<file path="src/rtl/pipe_stage_skid_if.sv">
`default_nettype none
// ============================================================================
// Module   : pipe_stage_skid_if
// Brief    : Upstream/downstream handshake bundle for one pipeline stage.
// Revision : 1.0 - initial release
// ============================================================================
interface pipe_stage_skid_if #(
    parameter int PC_W   = 32,
    parameter int IR_W   = 32,
    parameter int CTRL_W = 16,
    parameter int DATA_W = 96,
    parameter int CNT_W  = 16
);
    logic              in_valid;
    logic              in_ready;
    logic [PC_W-1:0]   in_pc;
    logic [IR_W-1:0]   in_ir;
    logic [CTRL_W-1:0] in_ctrl;
    logic [DATA_W-1:0] in_data;
    logic              flush;
    logic              out_valid;
    logic              out_ready;
    logic [PC_W-1:0]   out_pc;
    logic [IR_W-1:0]   out_ir;
    logic [CTRL_W-1:0] out_ctrl;
    logic [DATA_W-1:0] out_data;
    logic [CNT_W-1:0]  bubble_cnt;

    // master = the environment around the stage, slave = the stage itself
    modport master (
        output in_valid, in_pc, in_ir, in_ctrl, in_data, flush, out_ready,
        input  in_ready, out_valid, out_pc, out_ir, out_ctrl, out_data, bubble_cnt
    );
    modport slave (
        input  in_valid, in_pc, in_ir, in_ctrl, in_data, flush, out_ready,
        output in_ready, out_valid, out_pc, out_ir, out_ctrl, out_data, bubble_cnt
    );
endinterface
`default_nettype wire

</file>
<file path="src/rtl/pipe_stage_skid.sv">
`default_nettype none
// ============================================================================
// Module   : pipe_stage_skid
// Brief    : Valid/ready pipeline register with optional skid slot, flush and
//            bubble counter; invalid slots present NOP and zero control.
// Revision : 1.0 - initial release
// ============================================================================
module pipe_stage_skid #(
    parameter int              PC_W   = 32,
    parameter int              IR_W   = 32,
    parameter int              CTRL_W = 16,
    parameter int              DATA_W = 96,
    parameter int              SKID   = 1,
    parameter logic [IR_W-1:0] NOP_IR = IR_W'(32'h0000_0013),
    parameter int              CNT_W  = 16
) (
    input  wire logic           clk,
    input  wire logic           rst_n,
    pipe_stage_skid_if.slave    bus
);
    localparam logic [CNT_W-1:0] c_cnt_max = '1;

    logic              r_main_valid;
    logic [PC_W-1:0]   r_main_pc;
    logic [IR_W-1:0]   r_main_ir;
    logic [CTRL_W-1:0] r_main_ctrl;
    logic [DATA_W-1:0] r_main_data;
    logic [CNT_W-1:0]  r_bubble_cnt;

    logic              w_in_ready;
    logic              w_accept;
    logic              w_pop;
    logic              w_load_main;
    logic              w_from_skid;
    logic              w_clear_main;
    logic [PC_W-1:0]   w_skid_pc;
    logic [IR_W-1:0]   w_skid_ir;
    logic [CTRL_W-1:0] w_skid_ctrl;
    logic [DATA_W-1:0] w_skid_data;

    assign w_accept = bus.in_valid && w_in_ready;
    assign w_pop    = r_main_valid && bus.out_ready;

    generate
        if (SKID != 0) begin : g_skid
            logic              r_skid_valid;
            logic [PC_W-1:0]   r_skid_pc;
            logic [IR_W-1:0]   r_skid_ir;
            logic [CTRL_W-1:0] r_skid_ctrl;
            logic [DATA_W-1:0] r_skid_data;
            logic              w_load_skid;

            // Ready comes straight from a flop: no combinational ready path.
            assign w_in_ready   = !r_skid_valid;
            assign w_from_skid  = r_skid_valid && w_pop;
            assign w_load_main  = w_accept && (!r_main_valid || w_pop);
            assign w_load_skid  = w_accept && r_main_valid && !w_pop;
            assign w_clear_main = w_pop && !r_skid_valid && !w_accept;
            assign w_skid_pc    = r_skid_pc;
            assign w_skid_ir    = r_skid_ir;
            assign w_skid_ctrl  = r_skid_ctrl;
            assign w_skid_data  = r_skid_data;

            always_ff @(posedge clk or negedge rst_n) begin
                if (!rst_n) begin
                    r_skid_valid <= 1'b0;
                    r_skid_pc    <= '0;
                    r_skid_ir    <= NOP_IR;
                    r_skid_ctrl  <= '0;
                    r_skid_data  <= '0;
                end else if (bus.flush || w_from_skid) begin
                    r_skid_valid <= 1'b0;
                    r_skid_ir    <= NOP_IR;
                    r_skid_ctrl  <= '0;
                end else if (w_load_skid) begin
                    r_skid_valid <= 1'b1;
                    r_skid_pc    <= bus.in_pc;
                    r_skid_ir    <= bus.in_ir;
                    r_skid_ctrl  <= bus.in_ctrl;
                    r_skid_data  <= bus.in_data;
                end
            end
        end else begin : g_noskid
            assign w_in_ready   = !r_main_valid || bus.out_ready;
            assign w_from_skid  = 1'b0;
            assign w_load_main  = w_accept;
            assign w_clear_main = w_pop && !w_accept;
            assign w_skid_pc    = '0;
            assign w_skid_ir    = NOP_IR;
            assign w_skid_ctrl  = '0;
            assign w_skid_data  = '0;
        end
    endgenerate

    // Flush wins over everything; PC still follows the input for traceability.
    always_ff @(posedge clk or negedge rst_n) begin
        if (!rst_n) begin
            r_main_valid <= 1'b0;
            r_main_pc    <= '0;
            r_main_ir    <= NOP_IR;
            r_main_ctrl  <= '0;
            r_main_data  <= '0;
        end else if (bus.flush) begin
            r_main_valid <= 1'b0;
            r_main_pc    <= bus.in_pc;
            r_main_ir    <= NOP_IR;
            r_main_ctrl  <= '0;
        end else if (w_from_skid) begin
            r_main_valid <= 1'b1;
            r_main_pc    <= w_skid_pc;
            r_main_ir    <= w_skid_ir;
            r_main_ctrl  <= w_skid_ctrl;
            r_main_data  <= w_skid_data;
        end else if (w_load_main) begin
            r_main_valid <= 1'b1;
            r_main_pc    <= bus.in_pc;
            r_main_ir    <= bus.in_ir;
            r_main_ctrl  <= bus.in_ctrl;
            r_main_data  <= bus.in_data;
        end else if (w_clear_main) begin
            r_main_valid <= 1'b0;
            r_main_ir    <= NOP_IR;
            r_main_ctrl  <= '0;
        end
    end

    always_ff @(posedge clk or negedge rst_n) begin
        if (!rst_n) begin
            r_bubble_cnt <= '0;
        end else if (bus.out_ready && !r_main_valid && (r_bubble_cnt != c_cnt_max)) begin
            r_bubble_cnt <= r_bubble_cnt + 1'b1;
        end
    end

    assign bus.in_ready   = w_in_ready;
    assign bus.out_valid  = r_main_valid;
    assign bus.out_pc     = r_main_pc;
    assign bus.out_ir     = r_main_ir;
    assign bus.out_ctrl   = r_main_ctrl;
    assign bus.out_data   = r_main_data;
    assign bus.bubble_cnt = r_bubble_cnt;
endmodule
`default_nettype wire

</file>
<file path="src/flat_wrapper.sv">
// flat-port wrapper written by rule: the top's interface ports become plain ports
module pipe_stage_skid_flat 
#(
    parameter int              PC_W   = 32,
    parameter int              IR_W   = 32,
    parameter int              CTRL_W = 16,
    parameter int              DATA_W = 96,
    parameter int              SKID   = 1,
    parameter logic [IR_W-1:0] NOP_IR = IR_W'(32'h0000_0013),
    parameter int              CNT_W  = 16
)
  (clk, rst_n, bus_in_valid, bus_in_pc, bus_in_ir, bus_in_ctrl, bus_in_data, bus_flush, bus_out_ready, bus_in_ready, bus_out_valid, bus_out_pc, bus_out_ir, bus_out_ctrl, bus_out_data, bus_bubble_cnt);
  pipe_stage_skid_if #(.PC_W(PC_W), .IR_W(IR_W), .CTRL_W(CTRL_W), .DATA_W(DATA_W), .CNT_W(CNT_W)) bus_i ();
  input  wire logic clk;
  input  wire logic rst_n;
  input wire logic [$bits(bus_i.in_valid)-1:0] bus_in_valid;
  input wire logic [$bits(bus_i.in_pc)-1:0] bus_in_pc;
  input wire logic [$bits(bus_i.in_ir)-1:0] bus_in_ir;
  input wire logic [$bits(bus_i.in_ctrl)-1:0] bus_in_ctrl;
  input wire logic [$bits(bus_i.in_data)-1:0] bus_in_data;
  input wire logic [$bits(bus_i.flush)-1:0] bus_flush;
  input wire logic [$bits(bus_i.out_ready)-1:0] bus_out_ready;
  output wire logic [$bits(bus_i.in_ready)-1:0] bus_in_ready;
  output wire logic [$bits(bus_i.out_valid)-1:0] bus_out_valid;
  output wire logic [$bits(bus_i.out_pc)-1:0] bus_out_pc;
  output wire logic [$bits(bus_i.out_ir)-1:0] bus_out_ir;
  output wire logic [$bits(bus_i.out_ctrl)-1:0] bus_out_ctrl;
  output wire logic [$bits(bus_i.out_data)-1:0] bus_out_data;
  output wire logic [$bits(bus_i.bubble_cnt)-1:0] bus_bubble_cnt;
  assign bus_i.in_valid = bus_in_valid;
  assign bus_i.in_pc = bus_in_pc;
  assign bus_i.in_ir = bus_in_ir;
  assign bus_i.in_ctrl = bus_in_ctrl;
  assign bus_i.in_data = bus_in_data;
  assign bus_i.flush = bus_flush;
  assign bus_i.out_ready = bus_out_ready;
  assign bus_in_ready = bus_i.in_ready;
  assign bus_out_valid = bus_i.out_valid;
  assign bus_out_pc = bus_i.out_pc;
  assign bus_out_ir = bus_i.out_ir;
  assign bus_out_ctrl = bus_i.out_ctrl;
  assign bus_out_data = bus_i.out_data;
  assign bus_bubble_cnt = bus_i.bubble_cnt;
  pipe_stage_skid #(.PC_W(PC_W), .IR_W(IR_W), .CTRL_W(CTRL_W), .DATA_W(DATA_W), .SKID(SKID), .NOP_IR(NOP_IR), .CNT_W(CNT_W)) u_core (.clk(clk), .rst_n(rst_n), .bus(bus_i));
endmodule
</file>
<file path="config.mk">
export PLATFORM = sky130hd
export DESIGN_NAME = pipe_stage_skid_flat
export DESIGN_NICKNAME = d
export VERILOG_FILES = /design/src/rtl/pipe_stage_skid_if.sv /design/src/rtl/pipe_stage_skid.sv /design/src/flat_wrapper.sv
export SDC_FILE = /design/constraint.sdc
export NUM_CORES = 1
export LEC_CHECK = 0
export CAP_MARGIN = 10
export CELL_PAD_IN_SITES_DETAIL_PLACEMENT = 0
export CELL_PAD_IN_SITES_GLOBAL_PLACEMENT = 1
export CORE_MARGIN = 8
export CORE_UTILIZATION = 34
export DETAILED_ROUTE_END_ITERATION = 16
export PLACE_DENSITY = 0.73
export SYNTH_ARGS = -nofsm -noshare
export SYNTH_HDL_FRONTEND = slang
export SYNTH_SLANG_ARGS = --single-unit
</file>
<file path="constraint.sdc">
create_clock -name clk -period 1.7 [get_ports clk]
set_clock_uncertainty 0.1 [all_clocks]
set_input_delay 0.34 -clock clk [delete_from_list [all_inputs] [get_ports clk]]
set_output_delay 0.34 -clock clk [all_outputs]
set_load 0.01 [all_outputs]
</file>
# == Word level (Yosys, flattened, before mapping) ==
# Cells that the tools add are included.
# totals
word_cells,60
ff_bits,370
out_inout_bits,194
in_bits,181
# classes
eq_ne,1
bitwise_logic,2
reduce_logical,22
addsub,1
muxes,23
# op_table
op,count
two-way mux 32 bit,9
two-way mux 96 bit,2
two-way mux 16 bit,6
adder 16 x 1 -> 16 bit (second input constant),1
!= test 16 bit (second input constant),1
logical AND 1 bit,10
two-way mux 1 bit,6
logical NOT 1 bit,4
AND reduction 2 bit,2
nonzero test 2 bit,2
nonzero test 4 bit,1
nonzero test 3 bit,1
logical OR 1 bit,2
NOT 1 bit,2

# == Longest topological paths before layout ==
# Gate-level depths: netlist of run 1.
# logic_depth
ltp_word,8
mapped_depth,9
ltp_nobuf,5

# == Worst setup path after synthesis of run 1 ==
# OpenSTA, ideal clock, no wires.
# synth_timing
kind,register to register
from,reg u_core.r_bubble_cnt[0] (netlist: u_core.bus.bubble_cnt[0])
to,reg u_core.r_bubble_cnt[1] (netlist: u_core.bus.bubble_cnt[1])
n_path_buf,0
path_slack_ns,-0.098
path_stages_with_launch,6
setup_ns,0.125
synth_period_minus_slack_ns,1.798
t_required_ns,1.475
t_arrival_ns,1.573
cell_sequence,dfrtp_1 > ha_1 > nand3_1 > nor4_4 > nor2_1 > mux2_2
# synth_via
elab_chain_cells,2
word_cells_on_any_way,3
cone_classes,add/sub: 1; eq/ne: 1; reduce/logical: 1
# synth_rtl
item,line,rtl
"start, declared",pipe_stage_skid.sv:28,logic [CNT_W-1:0] r_bubble_cnt;
"start signal, assigned",pipe_stage_skid.sv:131,r_bubble_cnt <= r_bubble_cnt + 1'b1;
"parallel branches: the longest is 2 deep, another holds adder 16 x 1 -> 16 bit",n/a,
# Several ways; the timed one is not identified.
# A chain may end at the register's enable or synchronous reset.

# == Final worst setup path of run 1 ==
# layout_timing
from,reg u_core.g_skid.r_skid_valid
to,reg u_core.g_skid.r_skid_data[65]
# layout_via
elab_chain_cells,5
word_cells_on_any_way,8
cone_classes,bitwise: 1; reduce/logical: 7
# layout_rtl
item,line,rtl
"start, declared",pipe_stage_skid.sv:46,logic r_skid_valid;
"start signal, assigned",pipe_stage_skid.sv:66,r_skid_valid <= 1'b0;
"start signal, assigned",pipe_stage_skid.sv:72,r_skid_valid <= 1'b0;
"start signal, assigned",pipe_stage_skid.sv:76,r_skid_valid <= 1'b1;
logical NOT 1 bit,pipe_stage_skid.sv:54,assign w_in_ready = !r_skid_valid;
logical AND 1 bit,pipe_stage_skid.sv:41,assign w_accept = bus.in_valid && w_in_ready;
logical AND 1 bit (2 in series),pipe_stage_skid.sv:57,assign w_load_skid = w_accept && r_main_valid && !w_pop;
AND reduction 2 bit (no source line) *,n/a,
"end signal, assigned",pipe_stage_skid.sv:80,r_skid_data <= bus.in_data;
"end, declared",pipe_stage_skid.sv:50,logic [DATA_W-1:0] r_skid_data;
# Mark *: on every way between the ends. The rest lies on a longest branch, timed or not.

==> results.cfg, run 1 <==
[outcome]
outcome = finished, violations left
violations = setup timing

[floorplanning]
core_area_um2 = 45000
start_util = 0.342
ios = 375
dieArea_um2 = 52300
num_rows = 78
die_w_um = 229
fp.dieH_um = 229

[synthesis]
synthTopCellsByCount = nand2_1 (566), dfrtp_1 (364), mux2i_1 (128)
synthTopCellsByArea = dfrtp_1 (59%), nand2_1 (14%), mux2i_1 (8.3%)
synth_seq_cells = 370
avgSynthCellArea_um2 = 10.2
synth_area_um2 = 15400
ys_warn_count = 0
ys_types = 40
ys.flop_type = dfrtp_1
netlist_instances = 1510
synth_top_cell_by_area = dfrtp_1
synth_most_common_cell = nand2_1
async_flop_share = 1.00
synth-edff-count = 0
synth.net_count = 1692
synth_top_area_share = 0.592
yosysSeqAreaShare = 0.603

[timing]
drv_slew = 0
max_slew_margin = 0.733
post-route-period-util = 1.07
rsz0062_at_grt = yes
tightest_slew_ns = 0.400
setup_viol = 288
fin_crit_ns = 1.82
clock.fmax_ghz = 0.549
timing.hold.ws_ns = 0.113
hold_viol_final = 0
setup_slack_ns = -0.121

[power]
seqPwrFrac = 0.425
switching_share = 0.284
irDropWorstVdd_mv = 0.619
power_density_nw_per_um2 = 1110
clkPwrFrac = 0.351
leakagePower_nw = 12.7
switching_power_mw = 7.88
comb_power_share = 0.225
p_int_mw = 19.9

[drt]
drtIter0Drc = 859
drtPass1Iterations = 5
drt_wl_total_um = 54200
detail_route.wl_per_cell_um = 20.2
routed_via_density = 4.84
drcViolationCount = 0
vias = 13029
antenna_left = 0

[setup_path]
worstPathArrival_ns = 2.22
r2r_setup_slack_ns = -0.12
critical_path_class = reg2reg
r2r-start = u_core.g_skid.r_skid_valid$_DFFE_PN0P_
r2r-end = u_core.g_skid.r_skid_data[65]$_DFFE_PN0P_
crit_path_max_fanout = 10
worstSetupStartpointType = flop
rr_worst_depth = 9
end_kind = flop
crit_required_ns = 2.10

[clock_tree]
cts.sinks = 370
cts_tree = done
clkTransAtPathRegs_ns = 0.06
htreeDepth = 2
cts-root-buf = clkbuf_16
clk_path_buf_depth = 3
cts_buffers = 42
clk_latency_ns = 0.56

[placement]
routabilityCongestion = 0.793
place.detailed.hpwl_um = 33300
io_buffers = 374
dpl_cell_area_um2 = 20800

[global_route]
gr-usage-all-layers = 0.185
grt_overflow = 0
grt_max_degree = 69
grt_pass1_vias = 13301
antenna_found_initial = 1
grt_first_pass_wirelength_um = 78300

[layout]
synthToLayoutAreaGrowth_pct = 63.1
fin_nets = 2238
fin_util = 0.558
drive_above_1_share = 0.272
final_cell_area_um2 = 25100

[worst_hold_path]
hp-class = in2async

[flow_run]
drv_cap = 0
==> worst max-delay path: stages (launching register included) <==
cell	delay [ns]
dfrtp_2	0.41
buf_6	0.14
nand2b_4	0.15
buf_6	0.13
nor3_4	0.16
buf_12	0.18
buf_16	0.17
clkbuf_16	0.18
nand2_1	0.07
nand2_1	0.06
==> registers in the layout, indices dropped and copies added (netlist names) <==
name,count
u_core.bus.out_ir,32
u_core.bus.out_data,96
u_core.bus.bubble_cnt,16
u_core.bus.out_ctrl,16
u_core.g_skid.r_skid_data,96
u_core.g_skid.r_skid_ctrl,16
u_core.g_skid.r_skid_ir,32
u_core.g_skid.r_skid_valid,1
u_core.bus.out_pc,32
u_core.g_skid.r_skid_pc,32
u_core.bus.out_valid,1
==> cells in the final DEF, fill, tap and decap left out, drive strengths merged, types with 8 or more instances in the layout <==
master / netlist / layout
nor3: 8 / 8
buf: 77 / 220
nand2: 566 / 566
o21ai: 174 / 174
mux2i: 128 / 128
xor2: 11 / 11
clkdlybuf4s50: 0 / 177
a22o: 45 / 45
a22oi: 45 / 45
dfrtp: 364 / 364
clkbuf: 24 / 120
dlygate4sd2: 0 / 14
clkdlybuf4s15: 0 / 136
==> worst max-delay path by stage <==
stage                                           startpoint                                        end  slack [ns]  depth (start not counted)
floorplan             u_core.bus.bubble_cnt[0]$_DFFE_PN0P_      u_core.bus.bubble_cnt[13]$_DFFE_PN0P_      -0.008                          5
CTS                 u_core.g_skid.r_skid_valid$_DFFE_PN0P_    u_core.g_skid.r_skid_ir[14]$_DFFE_PN0P_       -0.17                          7
finish              u_core.g_skid.r_skid_valid$_DFFE_PN0P_  u_core.g_skid.r_skid_data[65]$_DFFE_PN0P_       -0.12                          9
global placement                             bus_out_ready    u_core.g_skid.r_skid_pc[14]$_DFFE_PN0P_       -0.45                          7
detailed placement                           bus_out_ready    u_core.g_skid.r_skid_pc[25]$_DFFE_PN0P_       -0.51                          7
global route        u_core.g_skid.r_skid_valid$_DFFE_PN0P_  u_core.g_skid.r_skid_data[26]$_DFFE_PN0P_       -0.18                          9
==> per-layer routing <==
| layer | wire length (um) | GRT usage | share of wire | up-vias |
|---|---|---|---|---|
| met5 | 0 | 0 | 0 | - |
| met3 | 3550 | 0.0549 | 0.065 | 77 |
| met4 | 1210 | 0.0393 | 0.022 | 0 |
| met1 | 23600 | 0.240 | 0.43 | 6370 |
| met2 | 25900 | 0.305 | 0.48 | 417 |
| li1 | - | - | - | 6165 |
==> through the flow <==
step                setup slack (ns)  instances  setup TNS (ns)  power (mW)
detailed placement            -0.506       2508         -159.62        17.5
global placement              -0.448       2508         -138.97        17.3
finish                        -0.121       2690          -16.79        27.8
CTS                           -0.167       2627          -11.41        27.5
floorplan                   -0.00767       1510         -0.0153        14.0
global route                  -0.184       2689          -37.45        29.2
==> power by group through the flow <==
| stage | sequential [mW] | clock, mW | combinational [mW] |
|---|---|---|---|
| 6_report | 11.8 | 9.74 | 6.24 |
| 2_1_floorplan | 12.0 | 0 | 1.97 |
| 3_3_place_gp | 11.8 | 0 | 5.54 |
| 3_5_place_dp | 11.9 | 0 | 5.65 |
| 4_1_cts | 11.7 | 9.96 | 5.82 |
| 5_1_grt | 12.0 | 10.3 | 6.86 |
==> final cells by class <==
type / instances / area [um^2]
fillers: 3811 / 19900
flip-flops and latches: 370 / 9270
repair buffers: 603 / 7020
multi-input cells: 1033 / 6520
clock buffers: 66 / 1310
well taps: 600 / 751
clock inverters: 11 / 188
inverters: 6 / 25.0
diodes: 1 / 2.50
==> repair_timing <==
action                                  in CTS  in global routing
hold buffers                                 1                  0
endpoints found under the setup margin     303                426
cloned                                      17                 38
endpoints found under the hold margin      205                  0
gates resized for setup                    539                358
setup buffers                               25                 29
pin swaps                                   36                162
==> cells by family after synthesis <==
| logic type | Yosys count | share of synthesized area |
|---|---|---|
| buffers and inverters | 107 | 0.0362 |
| muxes | 130 | 0.0848 |
| AOI/OAI and AO/OA | 280 | 0.112 |
| adders and majority gates | 1 | 0.000814 |
| DFF | 370 | 0.603 |
| xor gates and xnor gates | 15 | 0.00854 |
| and+or+nand+nor | 607 | 0.155 |
Power figures use the tool's default switching activity.
==> run 2, diff against run 1 <==
Clock period 1.7 ns to 1.6 ns, I/O delays scaled along.
==> results.cfg, run 2 (same netlist as run 1, synthesis figures left out) <==
[global_route]
grt_overflow = 0
grt_pass1_vias = 12857
grt_max_degree = 69
antenna_found_initial = 7
grt_first_pass_wirelength_um = 75400
gr-usage-all-layers = 0.180

[placement]
io_buffers = 374
place.detailed.hpwl_um = 32900
routabilityCongestion = 0.773

[layout]
fin_nets = 2194
regArea_um2 = 9270
final_common_cell = nand2_1
drive_above_1_share = 0.249
layout_common_cells = nand2_1 (557), dfrtp_1 (359), clkdlybuf4s50_1 (178)
fillers = 4202
multi_input_area_um2 = 5840
synthToLayoutAreaGrowth_pct = 47.3
fin_util = 0.504

[clock_tree]
cts.sinks = 370
cts_buffers = 42
clk_latency_ns = 0.55
clkTransAtPathRegs_ns = 0.06
cts_tree = done
clk_path_buf_depth = 3
cts-root-buf = clkbuf_16
htreeDepth = 2

[power]
clkPwrFrac = 0.351
seqPwrFrac = 0.434
power_density_nw_per_um2 = 1260
leakagePower_nw = 11.8
switching_share = 0.282
switching_power_mw = 8.08
irDropWorstVdd_mv = 0.643
comb_power_share = 0.215
p_int_mw = 20.6

[drt]
drcViolationCount = 0
vias = 12744
drtPass1Iterations = 5
antenna_left = 0
met3WireLength_um = 3950
drt_wl_total_um = 50700
route.top_layer_used = met5
drtIter0Drc = 763
wl_met1_um = 21600
detail_route.wl_per_cell_um = 19.1
met2_length_um = 24000
routed_via_density = 4.81

[timing]
rsz0062_at_grt = yes
hold_viol_final = 0
max_slew_margin = 0.744
fin_crit_ns = 1.72
post-route-period-util = 1.08
setup_slack_ns = -0.121
tightest_slew_ns = 0.383
setup_viol = 356
drv_slew = 0
clock.fmax_ghz = 0.581
timing.hold.ws_ns = 0.154

[outcome]
outcome = finished, violations left
violations = setup timing

[setup_path]
worstPathArrival_ns = 1.30
crit_required_ns = 1.18
critical_path_class = reg2out
end_kind = primary output
worstSetupStartpointType = flop
crit_path_max_fanout = 2

[floorplanning]
start_util = 0.342
ios = 375
core_area_um2 = 45000
dieArea_um2 = 52300
num_rows = 78
fp.dieH_um = 229
die_w_um = 229

[worst_hold_path]
hp-class = in2async

[flow_run]
drv_cap = 0
[run 2: layout make-up]
class | instances | share of cell area
Tap cell | 600 | 0.0331
Sequential cell | 370 | 0.409
Clock buffer | 66 | 0.0558
Multi-Input combinational cell | 1033 | 0.258
Clock inverter | 11 | 0.00795
Inverter | 6 | 0.00110
Timing Repair Buffer | 559 | 0.234
Antenna cell | 3 | 0.000331
[run 2: worst max-delay path, cell delays in order (launching register included)]
cell and delay, ns:
dfrtp_1 0.38, buf_4 0.14, buf_6 0.12, buf_6 0.11
[run 2: layer usage]
layer	vias to the layer above	track usage
li1	6074	-
met3	82	0.0633
met5	-	0
met2	363	0.287
met4	8	0.0445
met1	6217	0.231
[run 2: path summary, 6_finish.rpt]
path,from,end,slack (ns),depth (start not counted)
setup / recovery,u_core.bus.bubble_cnt[3]$_DFFE_PN0P_,bus_bubble_cnt[3],-0.12,3
hold / removal,rst_n,u_core.g_skid.r_skid_ir[19]$_DFFE_PN0P_,0.15,2
setup reg to reg,u_core.bus.bubble_cnt[11]$_DFFE_PN0P_,u_core.bus.bubble_cnt[5]$_DFFE_PN0P_,-0.11,6
hold reg to reg,u_core.bus.out_pc[16]$_DFFE_PN0P_,u_core.bus.out_pc[16]$_DFFE_PN0P_,0.37,2
max in group asynchronous,rst_n,u_core.g_skid.r_skid_pc[30]$_DFFE_PN0P_,0.54,4
min in group clk,bus_in_data[0],u_core.g_skid.r_skid_data[0]$_DFFE_PN0P_,0.22,3
[run 2: power groups by stage]
| stage | Clock (mW) | Sequential, mW | Combinational (mW) |
|---|---|---|---|
| after global placement | 0 | 12.5 | 5.90 |
| final | 10.1 | 12.4 | 6.15 |
| after detailed placement | 0 | 12.6 | 6.02 |
| after CTS | 10.4 | 12.4 | 5.89 |
| after global routing | 10.7 | 12.7 | 6.80 |
| after floorplan | 0 | 12.8 | 2.11 |
[run 2: what timing repair did]
action | 4_1_cts | 5_1_grt
resized for setup | 891 | 86
pin swaps | 4 | 17
gates cloned | 5 | 17
setup buffers | 45 | 8
endpoints found under the setup margin | 546 | 387
hold endpoints to repair | 317 | 0
hold buffers | 1 | 0
[run 2: per-stage QoR]
stage | instance area [um^2] | setup slack (ns) | power (mW) | setup TNS (ns) | instances
after floorplan | 15500 | -0.0774 | 14.9 | -0.268 | 1510
after global placement | 20700 | -0.460 | 18.4 | -143.52 | 2495
after detailed placement | 20700 | -0.483 | 18.6 | -158.08 | 2495
after CTS | 22000 | -0.122 | 28.7 | -17.42 | 2623
after global routing | 22600 | -0.183 | 30.1 | -45.88 | 2646
final | 22700 | -0.121 | 28.7 | -19.79 | 2648
==> run 3, diff against run 2 <==
--- a/config.mk
+++ b/config.mk
@@ -13,2 +13,3 @@
 export DETAILED_ROUTE_END_ITERATION = 16
+export GPL_TIMING_DRIVEN = 0
 export PLACE_DENSITY = 0.73
--- a/constraint.sdc
+++ b/constraint.sdc
@@ -4,2 +4,2 @@
 set_output_delay 0.32 -clock clk [all_outputs]
-set_load 0.01 [all_outputs]
+set_load 0.1 [all_outputs]
==> results.cfg, run 3 (same netlist as run 1, synthesis figures left out) <==
[setup_path]
crit_path_max_fanout = 4
crit_required_ns = 1.96
r2r_setup_slack_ns = -0.24
crit_family = simple AND/OR/NAND/NOR gates
slowest_stage = or3_4
cp.depth = 4
end_kind = flop
r2r-start = u_core.bus.bubble_cnt[3]$_DFFE_PN0P_
max_stage_delay_ns = 0.54
worstPathArrival_ns = 2.20
rr_worst_depth = 4
crit_chain = nand4_1 -> or3_4 -> nor3b_4 -> xor2_1
critical_path_class = reg2reg
r2r-end = u_core.bus.bubble_cnt[9]$_DFFE_PN0P_
path_buf_inv = 0
worstSetupStartpointType = flop

[floorplanning]
ios = 375
start_util = 0.342
core_area_um2 = 45000
dieArea_um2 = 52300
die_w_um = 229
num_rows = 78
fp.dieH_um = 229

[drt]
detail_route.wl_per_cell_um = 20.2
drtPass1Iterations = 5
antenna_left = 0
drtIter0Drc = 712
drt_wl_total_um = 54300
routed_via_density = 4.84
drcViolationCount = 0
vias = 13012

[timing]
tightest_slew_ns = 0.649
clock.fmax_ghz = 0.543
setup_slack_ns = -0.241
post-route-period-util = 1.15
max_slew_margin = 0.568
setup_viol = 415
final.setup.tns_ns = -47.78
drv_slew = 0
timing.hold.ws_ns = -0.372
fin_crit_ns = 1.84
hold_viol_final = 75
rsz0062_at_grt = yes

[placement]
post-place-ws_ns = -1.09
place.detailed.hpwl_um = 35200
dp.cells = 2486
io_buffers = 373
dpl_cell_area_um2 = 20600
routabilityCongestion = 0.780

[global_route]
grt_overflow = 0
grt_pass1_vias = 13408
antenna_found_initial = 11
grt_first_pass_wirelength_um = 80100
grt_max_degree = 118
gr-usage-all-layers = 0.190

[outcome]
violations = hold timing, setup timing
outcome = finished, violations left

[power]
comb_power_share = 0.392
switching_share = 0.396
power_density_nw_per_um2 = 1410
seqPwrFrac = 0.350
switching_power_mw = 15.0
clkPwrFrac = 0.258
power_mw = 37.9
irDropWorstVdd_mv = 0.845
leakagePower_nw = 13.0
p_int_mw = 22.9

[clock_tree]
clk_path_buf_depth = 3
clkTransAtPathRegs_ns = 0.06
cts.sinks = 370
clk_latency_ns = 0.55
cts_tree = done
cts_buffers = 43
cts-root-buf = clkbuf_16
htreeDepth = 2

[layout]
synthToLayoutAreaGrowth_pct = 74.9
layout_common_cells = nand2_1 (390), dfrtp_1 (347), clkdlybuf4s50_1 (177)
regArea_um2 = 9330
multi_input_area_um2 = 6850
final_common_cell = nand2_1
fillers = 3607
fin_nets = 2231
final_cell_area_um2 = 26900
fin_util = 0.598
drive_above_1_share = 0.380
layout.cells.non_filler = 2687

[worst_hold_path]
hp-class = in2async

[flow_run]
drv_cap = 0
[run 3: layout make-up]
cell class              instances  share of cell area
diodes                          5            0.000465
plain buffers                  90              0.0450
clock buffers                  67              0.0494
clock inverters                11             0.00307
inverters                       6            0.000838
multi-input cells            1034               0.255
flip-flops and latches        370               0.347
well taps                     600              0.0279
repair buffers                504               0.272
[run 3: per-layer routing]
metal	wire [um]	vias to the layer above	global-route usage	part of all wire
met5	73	-	0	0.0013
met1	22500	6391	0.238	0.41
li1	-	6179	-	-
met4	1380	12	0.0596	0.025
met2	26900	336	0.313	0.50
met3	3350	94	0.0563	0.062
[run 3: power groups by stage]
stage / Clock [mW] / Sequential, mW / Combinational, mW
finish: 9.77 / 13.3 / 14.9
global route: 10.3 / 13.5 / 15.5
CTS: 10.0 / 12.9 / 13.9
detailed placement: 0 / 12.7 / 11.8
global placement: 0 / 12.7 / 11.7
floorplan: 0 / 18.6 / 2.35
[run 3: worst max-delay path by stage]
stage / from / end / slack, ns
floorplan: u_core.bus.bubble_cnt[9]$_DFFE_PN0P_ / u_core.bus.bubble_cnt[1]$_DFFE_PN0P_ / -0.31
global placement: rst_n / u_core.bus.bubble_cnt[4]$_DFFE_PN0P_ / -19.27
detailed placement: bus_flush / u_core.g_skid.r_skid_ctrl[13]$_DFFE_PN0P_ / -1.09
CTS: u_core.bus.bubble_cnt[14]$_DFFE_PN0P_ / u_core.bus.bubble_cnt[1]$_DFFE_PN0P_ / -0.27
global route: u_core.bus.bubble_cnt[3]$_DFFE_PN0P_ / u_core.bus.bubble_cnt[9]$_DFFE_PN0P_ / -0.31
finish: u_core.bus.bubble_cnt[3]$_DFFE_PN0P_ / u_core.bus.bubble_cnt[9]$_DFFE_PN0P_ / -0.24
[run 3: what timing repair did]
action / in CTS / in global routing
endpoints found under the setup margin: 561 / 521
endpoints found under the hold margin: 75 / 75
gates resized for setup: 1794 / 389
pin swaps: 32 / 90
setup buffers: 50 / 39
gates cloned: 10 / 34
